## src/rtl/led_scan_sequencer.sv

```systemverilog
// Scan/timing generator for LED cube panel chains: per (row, PWM step) slot it sequences
// load, serial shift, blanking, latch and display, plus on-demand brightness-load cycles.
module led_scan_sequencer #(
    parameter int unsigned NUM_ROWS       = 16,
    parameter int unsigned PWM_BITS       = 8,
    parameter int unsigned SHIFT_LEN      = 16,
    parameter int unsigned BLANK_CYCLES   = 2,
    parameter int unsigned DISPLAY_CYCLES = 4
) (
    input  logic                        clk,
    input  logic                        reset,
    input  logic                        enable,
    input  logic                        bright_req,
    output logic                        bright_ack,
    output logic                        sclk,
    output logic                        latch_enable,
    output logic                        output_enable_n,
    output logic                        shift,
    output logic                        load_led_vals,
    output logic                        load_brightness,
    output logic [NUM_ROWS-1:0]         row_select_n,
    output logic [$clog2(NUM_ROWS)-1:0] row_addr,
    output logic [PWM_BITS-1:0]         pwm_step,
    output logic                        frame_done
);

    localparam int unsigned ROW_W     = $clog2(NUM_ROWS);
    localparam int unsigned SHIFT_CYC = 2 * SHIFT_LEN;
    localparam int unsigned MAX_A     = (SHIFT_CYC > BLANK_CYCLES) ? SHIFT_CYC : BLANK_CYCLES;
    localparam int unsigned MAX_CYC   = (MAX_A > DISPLAY_CYCLES) ? MAX_A : DISPLAY_CYCLES;
    localparam int unsigned CNT_W     = (MAX_CYC > 1) ? $clog2(MAX_CYC) : 1;

    localparam logic [CNT_W-1:0]    SHIFT_LAST = CNT_W'(SHIFT_CYC - 1);
    localparam logic [CNT_W-1:0]    BLANK_LAST = CNT_W'(BLANK_CYCLES - 1);
    localparam logic [CNT_W-1:0]    DISP_LAST  = CNT_W'(DISPLAY_CYCLES - 1);
    localparam logic [ROW_W-1:0]    ROW_LAST   = ROW_W'(NUM_ROWS - 1);
    localparam logic [PWM_BITS-1:0] PWM_LAST   = '1;

    typedef enum logic [3:0] {
        IDLE,
        LOAD,
        SHIFT,
        BLANK,
        LATCH,
        DISPLAY,
        B_LOAD,
        B_SHIFT,
        B_LATCH
    } state_t;

    state_t              state_q;
    state_t              state_d;
    logic [CNT_W-1:0]    cnt_q;
    logic [CNT_W-1:0]    cnt_d;
    logic [ROW_W-1:0]    row_d;
    logic [PWM_BITS-1:0] pwm_d;

    logic                frame_end_c;
    logic                ack_d;
    logic                sclk_d;
    logic                latch_d;
    logic                oe_n_d;
    logic                shift_d;
    logic                load_led_d;
    logic                load_bri_d;
    logic                frame_done_d;
    logic [NUM_ROWS-1:0] rsel_d;

    assign frame_end_c = (row_addr == ROW_LAST) && (pwm_step == PWM_LAST);

    // State and slot counters
    always_ff @(posedge clk) begin
        if (reset) begin
            state_q  <= IDLE;
            cnt_q    <= '0;
            row_addr <= '0;
            pwm_step <= '0;
        end else begin
            state_q  <= state_d;
            cnt_q    <= cnt_d;
            row_addr <= row_d;
            pwm_step <= pwm_d;
        end
    end

    // Next state; row/pwm only move on the last DISPLAY cycle, so they are stable per slot
    always_comb begin
        state_d = state_q;
        cnt_d   = cnt_q;
        row_d   = row_addr;
        pwm_d   = pwm_step;
        unique case (state_q)
            IDLE: begin
                cnt_d = '0;
                row_d = '0;
                pwm_d = '0;
                if (enable) begin
                    state_d = bright_req ? B_LOAD : LOAD;
                end
            end
            LOAD: begin
                state_d = SHIFT;
                cnt_d   = '0;
            end
            SHIFT, B_SHIFT: begin
                if (cnt_q == SHIFT_LAST) begin
                    state_d = (state_q == SHIFT) ? BLANK : B_LATCH;
                    cnt_d   = '0;
                end else begin
                    cnt_d = cnt_q + CNT_W'(1);
                end
            end
            BLANK: begin
                if (cnt_q == BLANK_LAST) begin
                    state_d = LATCH;
                    cnt_d   = '0;
                end else begin
                    cnt_d = cnt_q + CNT_W'(1);
                end
            end
            LATCH: begin
                state_d = DISPLAY;
                cnt_d   = '0;
            end
            DISPLAY: begin
                if (cnt_q == DISP_LAST) begin
                    cnt_d = '0;
                    pwm_d = pwm_step + PWM_BITS'(1);
                    if (pwm_step == PWM_LAST) begin
                        row_d = (row_addr == ROW_LAST) ? '0 : row_addr + ROW_W'(1);
                    end
                    // enable=0 wins; a pending bright_req stays for the next enable
                    if (!enable) begin
                        state_d = IDLE;
                        row_d   = '0;
                        pwm_d   = '0;
                    end else if (bright_req && frame_end_c) begin
                        state_d = B_LOAD;
                    end else begin
                        state_d = LOAD;
                    end
                end else begin
                    cnt_d = cnt_q + CNT_W'(1);
                end
            end
            B_LOAD: begin
                state_d = B_SHIFT;
                cnt_d   = '0;
            end
            B_LATCH: begin
                cnt_d   = '0;
                row_d   = '0;
                pwm_d   = '0;
                state_d = enable ? LOAD : IDLE;
            end
            default: begin
                state_d = IDLE;
                cnt_d   = '0;
                row_d   = '0;
                pwm_d   = '0;
            end
        endcase
    end

    // Output decode from next state so registered outputs line up with the state they describe
    always_comb begin
        ack_d        = 1'b0;
        sclk_d       = 1'b0;
        latch_d      = 1'b0;
        oe_n_d       = 1'b1;
        shift_d      = 1'b0;
        load_led_d   = 1'b0;
        load_bri_d   = 1'b0;
        frame_done_d = 1'b0;
        rsel_d       = '1;
        unique case (state_d)
            LOAD:    load_led_d = 1'b1;
            B_LOAD:  load_bri_d = 1'b1;
            SHIFT, B_SHIFT: begin
                sclk_d  = cnt_d[0];
                shift_d = cnt_d[0];
            end
            LATCH: begin
                latch_d = 1'b1;
                for (int unsigned i = 0; i < NUM_ROWS; i++) begin
                    if (row_d == ROW_W'(i)) rsel_d[i] = 1'b0;
                end
            end
            DISPLAY: begin
                oe_n_d       = 1'b0;
                frame_done_d = (cnt_d == DISP_LAST) && (row_d == ROW_LAST) && (pwm_d == PWM_LAST);
                for (int unsigned i = 0; i < NUM_ROWS; i++) begin
                    if (row_d == ROW_W'(i)) rsel_d[i] = 1'b0;
                end
            end
            B_LATCH: begin
                latch_d = 1'b1;
                ack_d   = 1'b1;
            end
            default: ;
        endcase
    end

    // Output registers
    always_ff @(posedge clk) begin
        if (reset) begin
            bright_ack      <= 1'b0;
            sclk            <= 1'b0;
            latch_enable    <= 1'b0;
            output_enable_n <= 1'b1;
            shift           <= 1'b0;
            load_led_vals   <= 1'b0;
            load_brightness <= 1'b0;
            frame_done      <= 1'b0;
            row_select_n    <= '1;
        end else begin
            bright_ack      <= ack_d;
            sclk            <= sclk_d;
            latch_enable    <= latch_d;
            output_enable_n <= oe_n_d;
            shift           <= shift_d;
            load_led_vals   <= load_led_d;
            load_brightness <= load_bri_d;
            frame_done      <= frame_done_d;
            row_select_n    <= rsel_d;
        end
    end

endmodule

```

## config.mk

```make
export PLATFORM = sky130hd
export DESIGN_NAME = led_scan_sequencer
export DESIGN_NICKNAME = d
export VERILOG_FILES = /design/src/rtl/led_scan_sequencer.sv
export SDC_FILE = /design/constraint.sdc
export NUM_CORES = 1
export LEC_CHECK = 0
export ABC_AREA = 1
export BUFFER_PORTS_ARGS = -buffer_cell sky130_fd_sc_hd__buf_2
export CAP_MARGIN = 20
export CORE_MARGIN = 1
export CORE_UTILIZATION = 60
export DETAILED_ROUTE_END_ITERATION = 16
export GPL_TIMING_DRIVEN = 0
export PLACE_DENSITY = 0.89
export SETUP_SLACK_MARGIN = 0.15
export SYNTH_ARGS = -nofsm -noshare
export SYNTH_HDL_FRONTEND = slang
export SYNTH_SLANG_ARGS = --single-unit
```

## constraint.sdc

```tcl
create_clock -name clk -period 3.9 [get_ports clk]
set_input_delay 0.585 -clock clk [delete_from_list [all_inputs] [get_ports clk]]
set_output_delay 0.585 -clock clk [all_outputs]
set_load 0.02 [all_outputs]
```

# Yosys cells after proc, flatten, opt, wreduce, memory -nomap -nowiden
# Cells that the tools add are included.
[word_totals]
memories = 0
out_inout_bits = 36
latch_bits = 0
ramBits = 0
regBits = 44
mem_bits_ro = 0
[op_classes]
n_mux = 43
n_mul = 0
bitwise_logic = 3
div = 0
reduce_logical = 14
magnitude_cmp = 0
n_shift = 0
eq_ne = 37
add_sub_neg = 3
[ops]
columns = ["operator", "count"]
rows = [
  ["$eq A4 B3 Y1 const B", 12],
  ["$eq A4 B4 Y1 const B", 11],
  ["$mux W4", 9],
  ["$pmux W4 S8", 1],
  ["$mux W1", 22],
  ["$eq A4 B2 Y1 const B", 5],
  ["$eq A8 B8 Y1 const B", 2],
  ["$mux W8", 2],
  ["$pmux W8 S2", 1],
  ["$mux W5", 3],
  ["$pmux W5 S3", 1],
  ["$reduce_or A2 Y1", 7],
  ["$eq A4 B1 Y1 const B", 3],
  ["$eq A5 B2 Y1 const B", 2],
  ["$mux W3", 3],
  ["$add A8 B1 Y8 const B", 1],
  ["$logic_not A4 Y1", 2],
  ["$pmux W4 S2", 1],
  ["$reduce_or A6 Y1", 1],
  ["$add A5 B1 Y5 const B", 1],
  ["$eq A5 B1 Y1 const B", 1],
  ["$eq A5 B5 Y1 const B", 1],
  ["$add A4 B1 Y4 const B", 1],
  ["$logic_and A1 B1 Y1", 4],
  ["$not A1 Y1", 3],
]

# Longest topological paths before layout
[logic_depth]
word_depth = 11
depth_mapped = 14
ltp_nobuf = 14

# Least setup slack after synthesis
# No wires, ideal clock.
[synth_timing]
path_kind = "reg2reg"
startpoint = "register cnt_q[0]"
endpoint = "register row_select_n[10]"
slack_ns = 1.971
setup_time_ns = 0.120
arrival_time_ns = 1.808
path_stages_with_launch = 12
required_time_ns = 3.780
path_cell_list = "dfxtp_1 > ha_1 > inv_1 > nor3_1 > ha_1 > nand2_1 > nand2_1 > nand4_1 > a21oi_2 > nand2_2 > nor2_2 > nand2_1"
[synth_between]
elab_chain_cells = 7
elab_cells_between_ends = 16
cone_classes = "eq/ne: 6; mux: 7; bitwise: 1; reduce/logical: 2"
[synth_lines]
columns = ["item", "line", "source"]
rows = [
  ["start, declared", "53", "logic [CNT_W-1:0] cnt_q;"],
  ["start signal, assigned", "80", "cnt_q <= cnt_d;"],
  ["$eq A5 B2 Y1 (tied with other cells)", "126", "if (cnt_q == DISP_LAST) begin"],
  ["$mux W4 (on tied branches)", "126, 106, 114", ""],
  ["$pmux W4 S8", "92", "unique case (state_q)"],
  ["$eq A4 B3 Y1", "176", "unique case (state_d)"],
  ["$reduce_or A2 Y1 (no line)", "--", ""],
  ["$not A1 Y1 (no line)", "--", ""],
  ["$reduce_or A2 Y1 (no line)", "--", ""],
  ["end signal, assigned", "225", "row_select_n <= rsel_d;"],
  ["end, declared", "21", "output logic [NUM_ROWS-1:0] row_select_n,"],
]
# Several ways; a longest one is shown, not always the timed one.
# A chain may end at the register's enable or synchronous reset.

# Final worst setup path
[layout_timing]
startpoint = "register cnt_q[0]"
endpoint = "register row_select_n[14]"
# Same word-level chain as after synthesis.

==> results <==
- The endpoint identified for the worst register-to-register timing path is row_select_n[14]$_SDFF_PP1_.
- The share of total power dissipated in combinational logic is 32.3%.
- The largest fanout of any net on the critical path is 6.
- Traced cell by cell, the critical path runs through ha_1 > inv_1 > nor3_1 > ha_1 > nand2_1 > nand2_1 > nand4_1 > a21oi_2 > nand2_2 > nor2_2 > nand2_1.
- The aggregate routed wire length is 4992 um.
- The number of setup buffers added after CTS is 0.
- The average vias per placed instance is 5.332.
- The total CTS buffers is 5.
- The mean post-synth cell area is 6.844 um2.
- Once layout is complete, the cells apart from fillers number 428.
- Global routing consumed, over all layers together, 27.03% of the routing resources.
- The number of search-and-repair iterations in the first detailed-routing pass is 5.
- The end point of the most critical hold path is state_q[2]$_SDFF_PP0_.
- The final period utilization is 59.86%.
- The worst hold slack across all endpoints is ~0.5 ns.
- The worst setup path is of the reg2reg kind.
- The count of state elements after synthesis is 44.
- Once detailed placement completed, the half-perimeter wirelength came to 3747 um.
- The proportion of layout cells with a drive suffix above 1 is 23.16%.
- The count of hold-fix buffers inserted at cts is 0.
- The die covers 0.004061 mm2.
- The power density of the placed cells is 485.0 mW/mm2.
- By instance count, the cell type seen most on the critical path is sky130_fd_sc_hd__nand2_1.
- The flow ran to the end, and the final reports show no timing, DRC or antenna violations.
- In this run the number of H-tree levels came out at 2.
- Yosys mapped a number of flops with a built-in enable equal to 0.
- After the first detailed-routing iteration, the DRC count stood at 179.
- The sum of negative setup slack is 0 ns.
- The max-slew violation count came to 0.
- Across all setup checks in the final design, the least slack found is 1.566 ns.
- The area share of the largest cell type after synthesis is between 30 and 40%.
- In the final routed layout, each cell accounts on average for 11.66 um.
- The peak per-stage delay on the critical path is 0.44 ns.
- Ranked by total cell area, the synthesized netlist is headed by sky130_fd_sc_hd__dfxtp_1, sky130_fd_sc_hd__nand2_1, sky130_fd_sc_hd__nand3_1.
- CTS saw 44 sinks.
- STA puts the critical path data required time at 4.09 ns.
- The sequential power share is 39.9%.
- The remaining design rule violation count is 0.
- The region available for standard cell placement spans 0.003661 mm2.
- The worst slack at placement is around 1.6 ns.
- The shortest period the worst path allows is 2.334 ns.
- Summed over all layers, the global routing overflow is 0.
- After clock tree synthesis, the repair step resized 0 gates.
- The most used flip-flop cell after synthesis is sky130_fd_sc_hd__dfxtp_1.
- Summing internal, switching and leakage power gives roughly 1.3 mW.
- For flop-to-flop paths, the worst setup slack is about 1.6 ns.
- The repair_antennas step left the layout with diodes totalling 0.
- Setup violations remaining at the end of the flow were counted as 0.
- STA classifies the critical path endpoint as a register.
- For the pin with the worst max-slew slack, the measured transition is just over 0.6 ns.
- The kind of cell adding the most delay to the critical path is simple AND/OR/NAND/NOR gates.
- The net switching share of the total power is a little under two fifths.
- In the post-synthesis netlist, the cell with the most instances is sky130_fd_sc_hd__nand2_1.
- Once detail routing completed, the nets flagged for antenna violations numbered 0.
- The die boundary height is between 60 and 70 um.
- The net count of the mapped netlist is 343.
- Counting instances, the worst hold path has a depth of 2.
- TritonCTS built the clock tree.
- During I/O placement, the number of pins put on the boundary was 40.
- The number of antenna violations at the first check in global routing came to 0.
- The number of global-route vias before repair was 2009.
- STA classifies the critical path startpoint as a register.
- Of all flip-flops after synthesis, the portion carrying an async set or reset was 0%.
- After floorplanning, the core was divided into 22 placement rows.
- The wire length of the first global-routing pass is 8666 um.
- In the synthesized netlist, the number of instances is 334.
- The path length in cells of the critical path is 11.
- The clock arrives with 0.007024 ns of skew.
- The root buffer cell is sky130_fd_sc_hd__clkbuf_8.
- The first element of the critical path is cnt_q[0]$_SDFF_PP0_.
- The reported max-cap violation count is 0.
- The number of buffers and inverters on the critical path is 1.
- The source-to-sink clock delay at the later pin of the worst-skew pair is roughly 0.3 ns.
- The worst-case IR drop observed on VDD is 0.2162 mV.
- The area growth from synthesis to layout is 15.98%.
- The biggest area contributor in the post-synthesis netlist is sky130_fd_sc_hd__dfxtp_1.
- The netlist uses 30 different library cells.
- For the worst flop-to-flop path, the logic depth is 11.
- The total of warnings raised by yosys is 0.
- The critical register-to-register path startpoint is cnt_q[0]$_SDFF_PP0_.
- The number of nets in the final layout is about 390.
- The internal power is ~0.80 mW.
- The hold violation count in the final report is 0.
- By count the netlist is led by sky130_fd_sc_hd__nand2_1, sky130_fd_sc_hd__nor2_1, sky130_fd_sc_hd__dfxtp_1, sky130_fd_sc_hd__inv_1, sky130_fd_sc_hd__nand3_1.
- The timing-limited maximum frequency is between 400 and 500 MHz.
- Summing the sequential cell areas from Yosys gives ~39% of the chip area.
- During placement, the flow inserted port buffers numbering 38.
- The static leakage power is 1.197 nW.
- Clock-pin slew was measured on the worst setup and hold paths at 0.09 ns.
- For this design, the slowest cell found on the critical path is sky130_fd_sc_hd__dfxtp_1.
- The arrival time of the worst setup path is 2.52 ns.
- The congestion estimate from routability-driven global placement came to ~0.96.
- The clock tree buffer depth is 2.
- The total placed cells including tap cells is 420.
- The floorplan step set the die width to 63.73 um.
- In this run, the clock network consumes 27.8% of the power.
- The relative slew slack is 59.48%.
- The worst min-delay path category is in2reg.
- The net switching power is 0.4880 mW.
- Setup repair after global routing left no endpoint under its margin.
- The routed layout has 2282 vias.
- The synthesized netlist occupies a cell area of 0.002286 mm2.
- The starting utilization of the core area is 62.44%.
- Entering global routing, the biggest net connects 16 pins.
- The worst hold path begins at reset.
## cell usage in the layout, fill, tap and decap left out, types with 7 or more instances in the layout
cell type                 netlist  layout
sky130_fd_sc_hd__nand2_2        9       9
sky130_fd_sc_hd__nand4_1        8       8
sky130_fd_sc_hd__inv_2          7       7
sky130_fd_sc_hd__nand2_1       92      92
sky130_fd_sc_hd__buf_2          0      38
sky130_fd_sc_hd__nor2_2         7       7
sky130_fd_sc_hd__nor2_1        45      45
sky130_fd_sc_hd__nand3_1       36      36
sky130_fd_sc_hd__a21oi_1       10      10
sky130_fd_sc_hd__inv_1         38      38
sky130_fd_sc_hd__dfxtp_1       44      44
## through the flow
| stage | util (%) | instance area, um2 |
|---|---|---|
| after global routing | 72.42 | 2651 |
| after global placement | 69.28 | 2536 |
| after detailed placement | 69.28 | 2536 |
| final | 72.42 | 2651 |
| after CTS | 72.42 | 2651 |
| after floorplan | - | 2286 |
## state kept, by name, indices dropped and copies added (netlist names)
name / count
load_led_vals: 1
latch_enable: 1
shift: 1
frame_done: 1
bright_ack: 1
pwm_step: 8
state_q: 4
row_select_n: 16
cnt_q: 5
load_brightness: 1
output_enable_n: 1
row_addr: 4
## per-layer routing
metal / GRT usage (%) / up-vias / part of all wire [%]
li1: - / 1152 / -
met5: 0 / - / 0
met1: 32.96 / 1040 / 44
met2: 45.08 / 83 / 48
met4: 11.08 / 0 / 1.3
met3: 6.522 / 7 / 6.5
## final cells by class
class                           instances  area, um2
Inverter                               45      168.9
Tap cell                               48      60.06
Timing Repair Buffer                   38      190.2
Clock buffer                            5      68.82
Multi-Input combinational cell        241       1214
Fill cell                             267       1010
Buffer                                  4      22.52
Sequential cell                        44      880.8
Clock inverter                          3      46.29
## cell families after synthesis
| family | after synthesis | share of synthesized area, % |
|---|---|---|
| simple gates | 210 | 42.91 |
| buf+inv | 49 | 8.375 |
| flops | 44 | 38.53 |
| compound gates | 25 | 7.061 |
| fa+ha+maj | 5 | 2.737 |
| xor+xnor | 1 | 0.3832 |
## how the worst max path moves through the flow
stage                                  endpoint  slack [ns]
global placement    row_select_n[14]$_SDFF_PP1_        1.66
CTS                 row_select_n[15]$_SDFF_PP1_        1.60
global route        row_select_n[15]$_SDFF_PP1_        1.31
floorplan           row_select_n[10]$_SDFF_PP1_        1.97
finish              row_select_n[14]$_SDFF_PP1_        1.57
detailed placement   row_select_n[2]$_SDFF_PP1_        1.61
## power groups by stage
| stage | registers, mW | logic [mW] | clock network [mW] |
|---|---|---|---|
| after floorplan | 0.536 | 0.296 | 0 |
| after global placement | 0.522 | 0.395 | 0 |
| after detailed placement | 0.522 | 0.404 | 0 |
| after CTS | 0.512 | 0.409 | 0.359 |
| after global routing | 0.518 | 0.467 | 0.377 |
| final | 0.513 | 0.415 | 0.357 |
No activity file was read; power rests on OpenSTA's default activity.
